<file path="src/rtl/mem_bus_arbiter_pkg.sv">
// Shared constants for the external memory bus master: FSM encoding,
// idle strobe levels and counter widths.
package mem_bus_pkg;

  localparam logic [1:0] ST_IDLE    = 2'd0;
  localparam logic [1:0] ST_ALE     = 2'd1;
  localparam logic [1:0] ST_ACCESS  = 2'd2;
  localparam logic [1:0] ST_RECOVER = 2'd3;

  localparam logic IDLE_NME  = 1'b1;
  localparam logic IDLE_NALE = 1'b1;
  localparam logic IDLE_NOE  = 1'b1;
  localparam logic IDLE_RNW  = 1'b1;
  localparam logic IDLE_ENB  = 1'b1;

  localparam int WCNT_W = 4;
  localparam int IDX_W  = 3;

endpackage

</file>
<file path="src/rtl/rr_arbiter.sv">
// Combinational round-robin winner search: first requester strictly after
// the pointer, wrapping modulo NCORES.
module rr_arbiter
  import mem_bus_pkg::*;
#(
  parameter int NCORES = 4
) (
  input  logic [NCORES-1:0] req,
  input  logic [IDX_W-1:0]  ptr,
  output logic              valid,
  output logic [IDX_W-1:0]  idx
);

  logic [7:0]       req_pad_s;
  logic [3:0]       sum_s;
  logic [IDX_W-1:0] cand_s;

  // Scan from the farthest candidate to the nearest so the nearest wins.
  always_comb begin
    req_pad_s = 8'd0;
    req_pad_s[NCORES-1:0] = req;
    valid  = 1'b0;
    idx    = 3'd0;
    sum_s  = 4'd0;
    cand_s = 3'd0;
    for (int k = NCORES; k >= 1; k--) begin
      sum_s = {1'b0, ptr} + 4'(k);
      if (sum_s >= 4'(NCORES)) begin
        cand_s = 3'(sum_s - 4'(NCORES));
      end else begin
        cand_s = 3'(sum_s);
      end
      if (req_pad_s[cand_s]) begin
        valid = 1'b1;
        idx   = cand_s;
      end else begin
        valid = valid;
      end
    end
  end

endmodule

</file>
<file path="src/rtl/mem_bus_arbiter.sv">
// Shared external-memory bus master: round-robin arbitration of NCORES
// request ports onto one multiplexed address/data bus with wait states.
module mem_bus_arbiter
  import mem_bus_pkg::*;
#(
  parameter int NCORES      = 4,
  parameter int DW          = 64,
  parameter int AW          = 32,
  parameter int WAIT_STATES = 1
) (
  input  logic                 Clock,
  input  logic                 Reset,
  input  logic [NCORES-1:0]    Req,
  input  logic [NCORES-1:0]    ReqRnW,
  input  logic [NCORES*AW-1:0] ReqAddr,
  input  logic [NCORES*DW-1:0] ReqWData,
  output logic [NCORES-1:0]    Ack,
  output logic [DW-1:0]        RData,
  output logic [2:0]           GrantId,
  output logic                 Busy,
  output logic [DW-1:0]        Data_out,
  input  logic [DW-1:0]        Data_in,
  output logic                 ENB,
  output logic                 nME,
  output logic                 nALE,
  output logic                 RnW,
  output logic                 nOE
);

  logic [1:0]        state_q, state_d;
  logic [IDX_W-1:0]  ptr_q, ptr_d, grant_q, grant_d;
  logic              rnw_lat_q, rnw_lat_d;
  logic [AW-1:0]     addr_lat_q, addr_lat_d;
  logic [DW-1:0]     wdata_lat_q, wdata_lat_d;
  logic [WCNT_W-1:0] wcnt_q, wcnt_d;
  logic [NCORES-1:0] ack_q, ack_d;
  logic [DW-1:0]     rdata_q, rdata_d, dout_q, dout_d;
  logic              busy_q, busy_d, enb_q, enb_d, nme_q, nme_d;
  logic              nale_q, nale_d, rnw_q, rnw_d, noe_q, noe_d;

  logic              win_valid_s;
  logic [IDX_W-1:0]  win_idx_s;
  logic [AW-1:0]     addr_sel_s;
  logic [DW-1:0]     wdata_sel_s;
  logic              rnw_sel_s;

  rr_arbiter #(.NCORES(NCORES)) u_rr (
    .req   (Req),
    .ptr   (ptr_q),
    .valid (win_valid_s),
    .idx   (win_idx_s)
  );

  // Pick the winning core's request fields.
  always_comb begin
    addr_sel_s  = '0;
    wdata_sel_s = '0;
    rnw_sel_s   = 1'b1;
    for (int i = 0; i < NCORES; i++) begin
      if (win_idx_s == 3'(i)) begin
        addr_sel_s  = ReqAddr[i*AW +: AW];
        wdata_sel_s = ReqWData[i*DW +: DW];
        rnw_sel_s   = ReqRnW[i];
      end else begin
        rnw_sel_s = rnw_sel_s;
      end
    end
  end

  // Sequencing; read data is captured on the edge leaving the last ACCESS cycle.
  always_comb begin
    state_d     = state_q;
    ptr_d       = ptr_q;
    grant_d     = grant_q;
    rnw_lat_d   = rnw_lat_q;
    addr_lat_d  = addr_lat_q;
    wdata_lat_d = wdata_lat_q;
    wcnt_d      = wcnt_q;
    rdata_d     = rdata_q;
    case (state_q)
      ST_IDLE: begin
        if (win_valid_s) begin
          state_d     = ST_ALE;
          grant_d     = win_idx_s;
          ptr_d       = win_idx_s;
          addr_lat_d  = addr_sel_s;
          wdata_lat_d = wdata_sel_s;
          rnw_lat_d   = rnw_sel_s;
        end else begin
          state_d = ST_IDLE;
        end
      end
      ST_ALE: begin
        state_d = ST_ACCESS;
        wcnt_d  = WCNT_W'(WAIT_STATES);
      end
      ST_ACCESS: begin
        if (wcnt_q == 4'd0) begin
          state_d = ST_RECOVER;
          if (rnw_lat_q) begin
            rdata_d = Data_in;
          end else begin
            rdata_d = rdata_q;
          end
        end else begin
          wcnt_d = wcnt_q - 4'd1;
        end
      end
      ST_RECOVER: state_d = ST_IDLE;
      default:    state_d = ST_IDLE;
    endcase
  end

  // Output values for the state being entered, so every pin is a flop.
  always_comb begin
    nme_d  = IDLE_NME;
    nale_d = IDLE_NALE;
    noe_d  = IDLE_NOE;
    rnw_d  = IDLE_RNW;
    enb_d  = IDLE_ENB;
    dout_d = '0;
    ack_d  = '0;
    if (state_d != ST_IDLE) begin
      busy_d = 1'b1;
    end else begin
      busy_d = 1'b0;
    end
    case (state_d)
      ST_ALE: begin
        nme_d  = 1'b0;
        nale_d = 1'b0;
        rnw_d  = rnw_lat_d;
        enb_d  = 1'b0;
        dout_d = DW'(addr_lat_d);
      end
      ST_ACCESS: begin
        nme_d = 1'b0;
        if (rnw_lat_d) begin
          noe_d = 1'b0;
        end else begin
          rnw_d  = 1'b0;
          enb_d  = 1'b0;
          dout_d = wdata_lat_d;
        end
      end
      ST_RECOVER: begin
        for (int i = 0; i < NCORES; i++) begin
          ack_d[i] = (grant_d == 3'(i));
        end
      end
      ST_IDLE: busy_d = 1'b0;
      default: busy_d = 1'b0;
    endcase
  end

  // State and output registers.
  always_ff @(posedge Clock or posedge Reset) begin
    if (Reset) begin
      state_q     <= ST_IDLE;
      ptr_q       <= 3'(NCORES - 1);
      grant_q     <= 3'd0;
      rnw_lat_q   <= 1'b1;
      addr_lat_q  <= '0;
      wdata_lat_q <= '0;
      wcnt_q      <= 4'd0;
      ack_q       <= '0;
      rdata_q     <= '0;
      dout_q      <= '0;
      busy_q      <= 1'b0;
      enb_q       <= IDLE_ENB;
      nme_q       <= IDLE_NME;
      nale_q      <= IDLE_NALE;
      rnw_q       <= IDLE_RNW;
      noe_q       <= IDLE_NOE;
    end else begin
      state_q     <= state_d;
      ptr_q       <= ptr_d;
      grant_q     <= grant_d;
      rnw_lat_q   <= rnw_lat_d;
      addr_lat_q  <= addr_lat_d;
      wdata_lat_q <= wdata_lat_d;
      wcnt_q      <= wcnt_d;
      ack_q       <= ack_d;
      rdata_q     <= rdata_d;
      dout_q      <= dout_d;
      busy_q      <= busy_d;
      enb_q       <= enb_d;
      nme_q       <= nme_d;
      nale_q      <= nale_d;
      rnw_q       <= rnw_d;
      noe_q       <= noe_d;
    end
  end

  assign Ack      = ack_q;
  assign RData    = rdata_q;
  assign GrantId  = grant_q;
  assign Busy     = busy_q;
  assign Data_out = dout_q;
  assign ENB      = enb_q;
  assign nME      = nme_q;
  assign nALE     = nale_q;
  assign RnW      = rnw_q;
  assign nOE      = noe_q;

endmodule

</file>
<file path="config.mk">
export PLATFORM = sky130hd
export DESIGN_NAME = mem_bus_arbiter
export DESIGN_NICKNAME = d
export VERILOG_FILES = /design/src/rtl/mem_bus_arbiter_pkg.sv /design/src/rtl/rr_arbiter.sv /design/src/rtl/mem_bus_arbiter.sv
export SDC_FILE = /design/constraint.sdc
export NUM_CORES = 1
export LEC_CHECK = 0
export CORE_AREA = 3 3 234 236
export CTS_CLUSTER_SIZE = 12
export DETAILED_ROUTE_END_ITERATION = 8
export DIE_AREA = 0 0 237 239
export PLACE_DENSITY_LB_ADDON = 0.2
export SLEW_MARGIN = 20
export SYNTH_ARGS = -nofsm -noshare
export SYNTH_HDL_FRONTEND = slang
export SYNTH_SLANG_ARGS = --single-unit
</file>
<file path="constraint.sdc">
create_clock -name Clock -period 14.9 [get_ports Clock]
set_input_delay 3.725 -clock Clock [delete_from_list [all_inputs] [get_ports Clock]]
set_output_delay 3.725 -clock Clock [all_outputs]
set_load 0.01 [all_outputs]
</file>
==> tab_implementation.tex <==
\begin{tabular}{lr}
\hline
Metric & Value \\
\hline
\multicolumn{2}{l}{\textbf{Logic synthesis}} \\
Simple-gate area share of the yosys netlist & 3.15\% \\
Post-synthesis area per instance & 13.2 um2 \\
Flop and latch count out of synthesis & approximately 250 \\
XOR/XNOR Fraction of Synth Area & 0.0721\% \\
Adder-Cell Fraction of Synth Area & under 10\% \\
Nets in the synthesized netlist & about 1.4k \\
Gate count after technology mapping & $\sim$920 \\
Multiplexer share of the synthesized area & between 20\% and 30\% \\
Number of distinct library cells after synthesis & 49 \\
Compound-cell area share of the yosys netlist & between 10\% and 20\% \\
Summed instance area of the synthesized netlist & roughly 12000 um2 \\
Main combinational cell family by area after synthesis & multiplexers \\
Synthesis warning total & 0 \\
Sequential cell area fraction in the yosys report & 51.0\% \\
\multicolumn{2}{l}{\textbf{Power}} \\
Cell internal power dissipation & approximately 0.0013 W \\
Relative contribution of combinational cells to total power & about an eighth \\
Power density relative to cell area & 82.8 nW/um2 \\
Portion of total power attributed to the clock network & a little under half \\
Leakage power total & around 8.5 nW \\
Maximum vdd drop & 0.0834 mV \\
Total power after layout & 0.00164 W \\
Switching share of total power & between 20 and 25\% \\
Sw power & approximately 0.00035 W \\
Sequential group share of total power & approximately two fifths \\
\multicolumn{2}{l}{\textbf{Detailed routing}} \\
Mean number of vias per cell & between 4 and 5 \\
Sum of routed wire length over all layers & between 40000 and 50000 um \\
Initial DRC count & approximately 450 \\
Number of detailed-routing iterations run before antenna repair & 5 \\
Post-route ant nets & 0 \\
DRC violations left & 0 \\
Total number of vias & between 9k and 10k \\
WL/cell & between 20 and 25 um \\
\multicolumn{2}{l}{\textbf{Placement}} \\
Total instance count after detailed placement & 2150 \\
Number of input and output port buffers inserted & $\sim$600 \\
Post-Place Worst Slack & $\sim$7.2 ns \\
HPWL Detailed & around 36000 um \\
Global placer's final weighted congestion & approximately 0.8 \\
\multicolumn{2}{l}{\textbf{Clock tree}} \\
Total number of clock tree sinks & around 250 \\
Deepest clock path buffer count & 3 \\
Worst skew pair latency & between 0.5 and 0.6 ns \\
Post-CTS clock slew at the launch and capture registers of the worst setup and hold paths & about 0.06 ns \\
Setup Buffers After CTS & 0 \\
Root buffer selected by CTS & sky130\_fd\_sc\_hd\_\_clkbuf\_16 \\
Count of cells resized by post-cts repair & 0 \\
Maximum level of the CTS H-tree & 1 \\
Num CTS Buffers & 29 \\
CTS tree & built \\
Count of hold buffers inserted by post-cts repair & 0 \\
\multicolumn{2}{l}{\textbf{Hold path}} \\
Number of cells traversed by the worst hold path & 1 \\
Type of the worst min-delay path & reg -> reg \\
\multicolumn{2}{l}{\textbf{Worst setup path}} \\
Largest fanout on the critical path & 36 \\
Capturing element type of the critical path & flop \\
Required time worst endpoint & around 15 ns \\
Logic depth of the worst register-to-register path & 11 \\
Critical Path Source Type & input port \\
Crit Path Category & in -> reg \\
Worst endpoint data arrival time & 7.35 ns \\
\multicolumn{2}{l}{\textbf{Floorplanning}} \\
Die footprint & 56600 um2 \\
Boundary pin count & 599 \\
Count of standard-cell rows & 84 \\
Die Width & between 200 and 250 um \\
Starting Density & a little under a quarter \\
Core ar. & 52700 um2 \\
Die Height & $\sim$240 um \\
\multicolumn{2}{l}{\textbf{Timing}} \\
Unrepaired setup endpoints after global routing & false \\
Part of the cycle the worst path needs & about 47\% \\
Final Hold Viols & 0 \\
Clock period minus final worst setup slack & 6.96 ns \\
Worst setup slack after layout & between 7 and 8 ns \\
Rel. slew slack & around a third \\
Worst Tran Pin Value & slightly above 1 ns \\
Accumulated negative setup slack & 0 ns \\
F\_max & 144 MHz \\
Finish-stage setup viols & 0 \\
Max-slew violation count & 0 \\
Setup skew after layout & 0.0329 ns \\
\multicolumn{2}{l}{\textbf{GRT}} \\
Maximum number of pins on one net before global-route repair & 107 \\
Remaining Overflow, GRT & 0 \\
Vias in the first global route & between 10k and 15k \\
Global-route total usage across every layer & 15.8\% \\
Wire length of the first global-routing pass & roughly 69000 um \\
Initial antenna violation count & 7 \\
\multicolumn{2}{l}{\textbf{Run}} \\
Max Cap Viol & 0 \\
\multicolumn{2}{l}{\textbf{Cells and area}} \\
Layout Nets & 1963 \\
Layout cell share with drive strength beyond 1 & between 20\% and 30\% \\
Area growth from synthesis to final layout & 62.8\% \\
Non-Filler Instances & approximately 2.2k \\
Filler cells & 5105 \\
\multicolumn{2}{l}{\textbf{Run status}} \\
Result of the run & finished, final reports clean \\
\hline
\end{tabular}
cell usage after synthesis (all sizes together):
master	number	area share (%)
a211oi	34	3.4
a21boi	1	0.062
a21o	1	0.062
a21oi	39	1.6
a2bb2oi	1	0.072
a311oi	1	0.072
a31o	1	0.072
a32o	1	0.082
and2	3	0.15
and3	1	0.052
buf	46	2.4
clkbuf	20	0.71
dfrtp	239	49
dfstp	8	1.7
ha	12	1.2
inv	48	1.5
mux2	128	12
mux2i	103	8.5
mux4	33	6.1
nand2	46	1.5
nand2b	4	0.21
nand3	2	0.082
nand4	1	0.052
nor2	17	0.53
nor2b	3	0.15
nor3	6	0.29
nor3b	2	0.12
o211ai	1	0.18
o21a	1	0.062
o21ai	13	0.57
o221a	32	3.0
o22ai	33	1.7
o2bb2ai	32	2.3
o31a	1	0.072
o31ai	1	0.18
o32a	1	0.082
or2	1	0.052
xnor2	1	0.072
layout make-up:
cell class,instances,area (um2),area share [%]
Clock buffer,43,898,4.54
Sequential cell,247,6190,31.3
Timing Repair Buffer,610,6080,30.7
Antenna cell,1,2.50,0.0127
Tap cell,688,861,4.35
Inverter,48,188,0.949
Clock inverter,9,124,0.626
Multi-Input combinational cell,557,5440,27.5
sequential cells by signal, indices dropped and copies added (netlist names), 2 cells and up:
name,flops
Ack,4
wdata_lat_q,64
GrantId,3
ptr_q,3
state_q,2
RData,64
addr_lat_q,32
Data_out,64
wcnt_q,4
kinds of logic after synthesis:
family,count (synthesis)
multiplexers,264
flip-flops,247
AO/OA/AOI/OAI,194
buffers and inverters,114
AND/OR/NAND/NOR,86
adder cells (fa/ha/maj),12
XOR/XNOR,1
power by group through the flow:
stage,Clock (W),Sequential (W),Combinational (W)
2_1_floorplan,0,0.000701,0.0000389
3_3_place_gp,0,0.000696,0.000201
3_5_place_dp,0,0.000696,0.000203
4_1_cts,0.000781,0.000684,0.000203
5_1_grt,0.000811,0.000685,0.000212
6_report,0.000755,0.000684,0.000199
through the flow:
step | util, % | area (um2) | hold slack [ns]
3_3_place_gp | 35.6 | 18800 | 0.483
6_report | 37.6 | 19800 | 0.494
4_1_cts | 37.6 | 19800 | 0.501
5_1_grt | 37.6 | 19800 | 0.512
3_5_place_dp | 35.6 | 18800 | 0.487
2_1_floorplan | - | 12100 | 0.469
worst max-delay path, cell delays in order:
cell and delay [ns]:
sky130_fd_sc_hd__clkdlybuf4s50_1 0.52, sky130_fd_sc_hd__mux4_2 0.53, sky130_fd_sc_hd__o21ai_1 0.13, sky130_fd_sc_hd__nand4_1 0.17, sky130_fd_sc_hd__o211ai_4 0.12, sky130_fd_sc_hd__buf_4 0.59
sky130_fd_sc_hd__a31o_1 0.18, sky130_fd_sc_hd__a21oi_1 0.07, sky130_fd_sc_hd__o31ai_4 0.19, sky130_fd_sc_hd__buf_4 0.42, sky130_fd_sc_hd__buf_4 0.56, sky130_fd_sc_hd__a211oi_1 0.09
path summary, 6_finish.rpt:
| kind | from | endpoint | slack, ns |
|---|---|---|---|
| worst min-delay path | addr_lat_q[1]$_DFF_PP0_ | addr_lat_q[1]$_DFF_PP0_ | 0.49 |
| worst max-delay path | Req[3] | Data_out[42]$_DFF_PP0_ | 7.94 |
| min in group asynchronous | Reset | RData[23]$_DFFE_PP0P_ | 3.70 |
| max in group asynchronous | Reset | Data_out[40]$_DFF_PP0_ | 9.71 |
| worst min register to register | addr_lat_q[1]$_DFF_PP0_ | addr_lat_q[1]$_DFF_PP0_ | 0.49 |
| worst max register to register | ptr_q[0]$_DFFE_PP1P_ | Data_out[40]$_DFF_PP0_ | 10.39 |
routing by layer:
| metal | share of wire (%) | GRT usage (%) | wire length (um) |
|---|---|---|---|
| met3 | 9.1 | 5.18 | 4270 |
| met2 | 51 | 28.8 | 24200 |
| met5 | 0.058 | 0 | 27 |
| met4 | 1.4 | 2.93 | 679 |
| met1 | 38 | 18.3 | 17800 |
placed cells by master, fill, tap and decap left out, drive strengths merged, types with 2 or more instances in the layout:
master	count
clkdlybuf4s50	598
dfrtp	239
mux2	128
mux2i	103
inv	49
nand2	46
clkbuf	43
a21oi	39
a211oi	34
mux4	33
o22ai	33
o221a	32
o2bb2ai	32
nor2	17
o21ai	13
ha	12
buf	12
dfstp	8
nor3	6
clkinv	5
nand2b	4
nor2b	3
bufinv	3
and2	3
nor3b	2
nand3	2
Power figures use the tool's default switching activity.
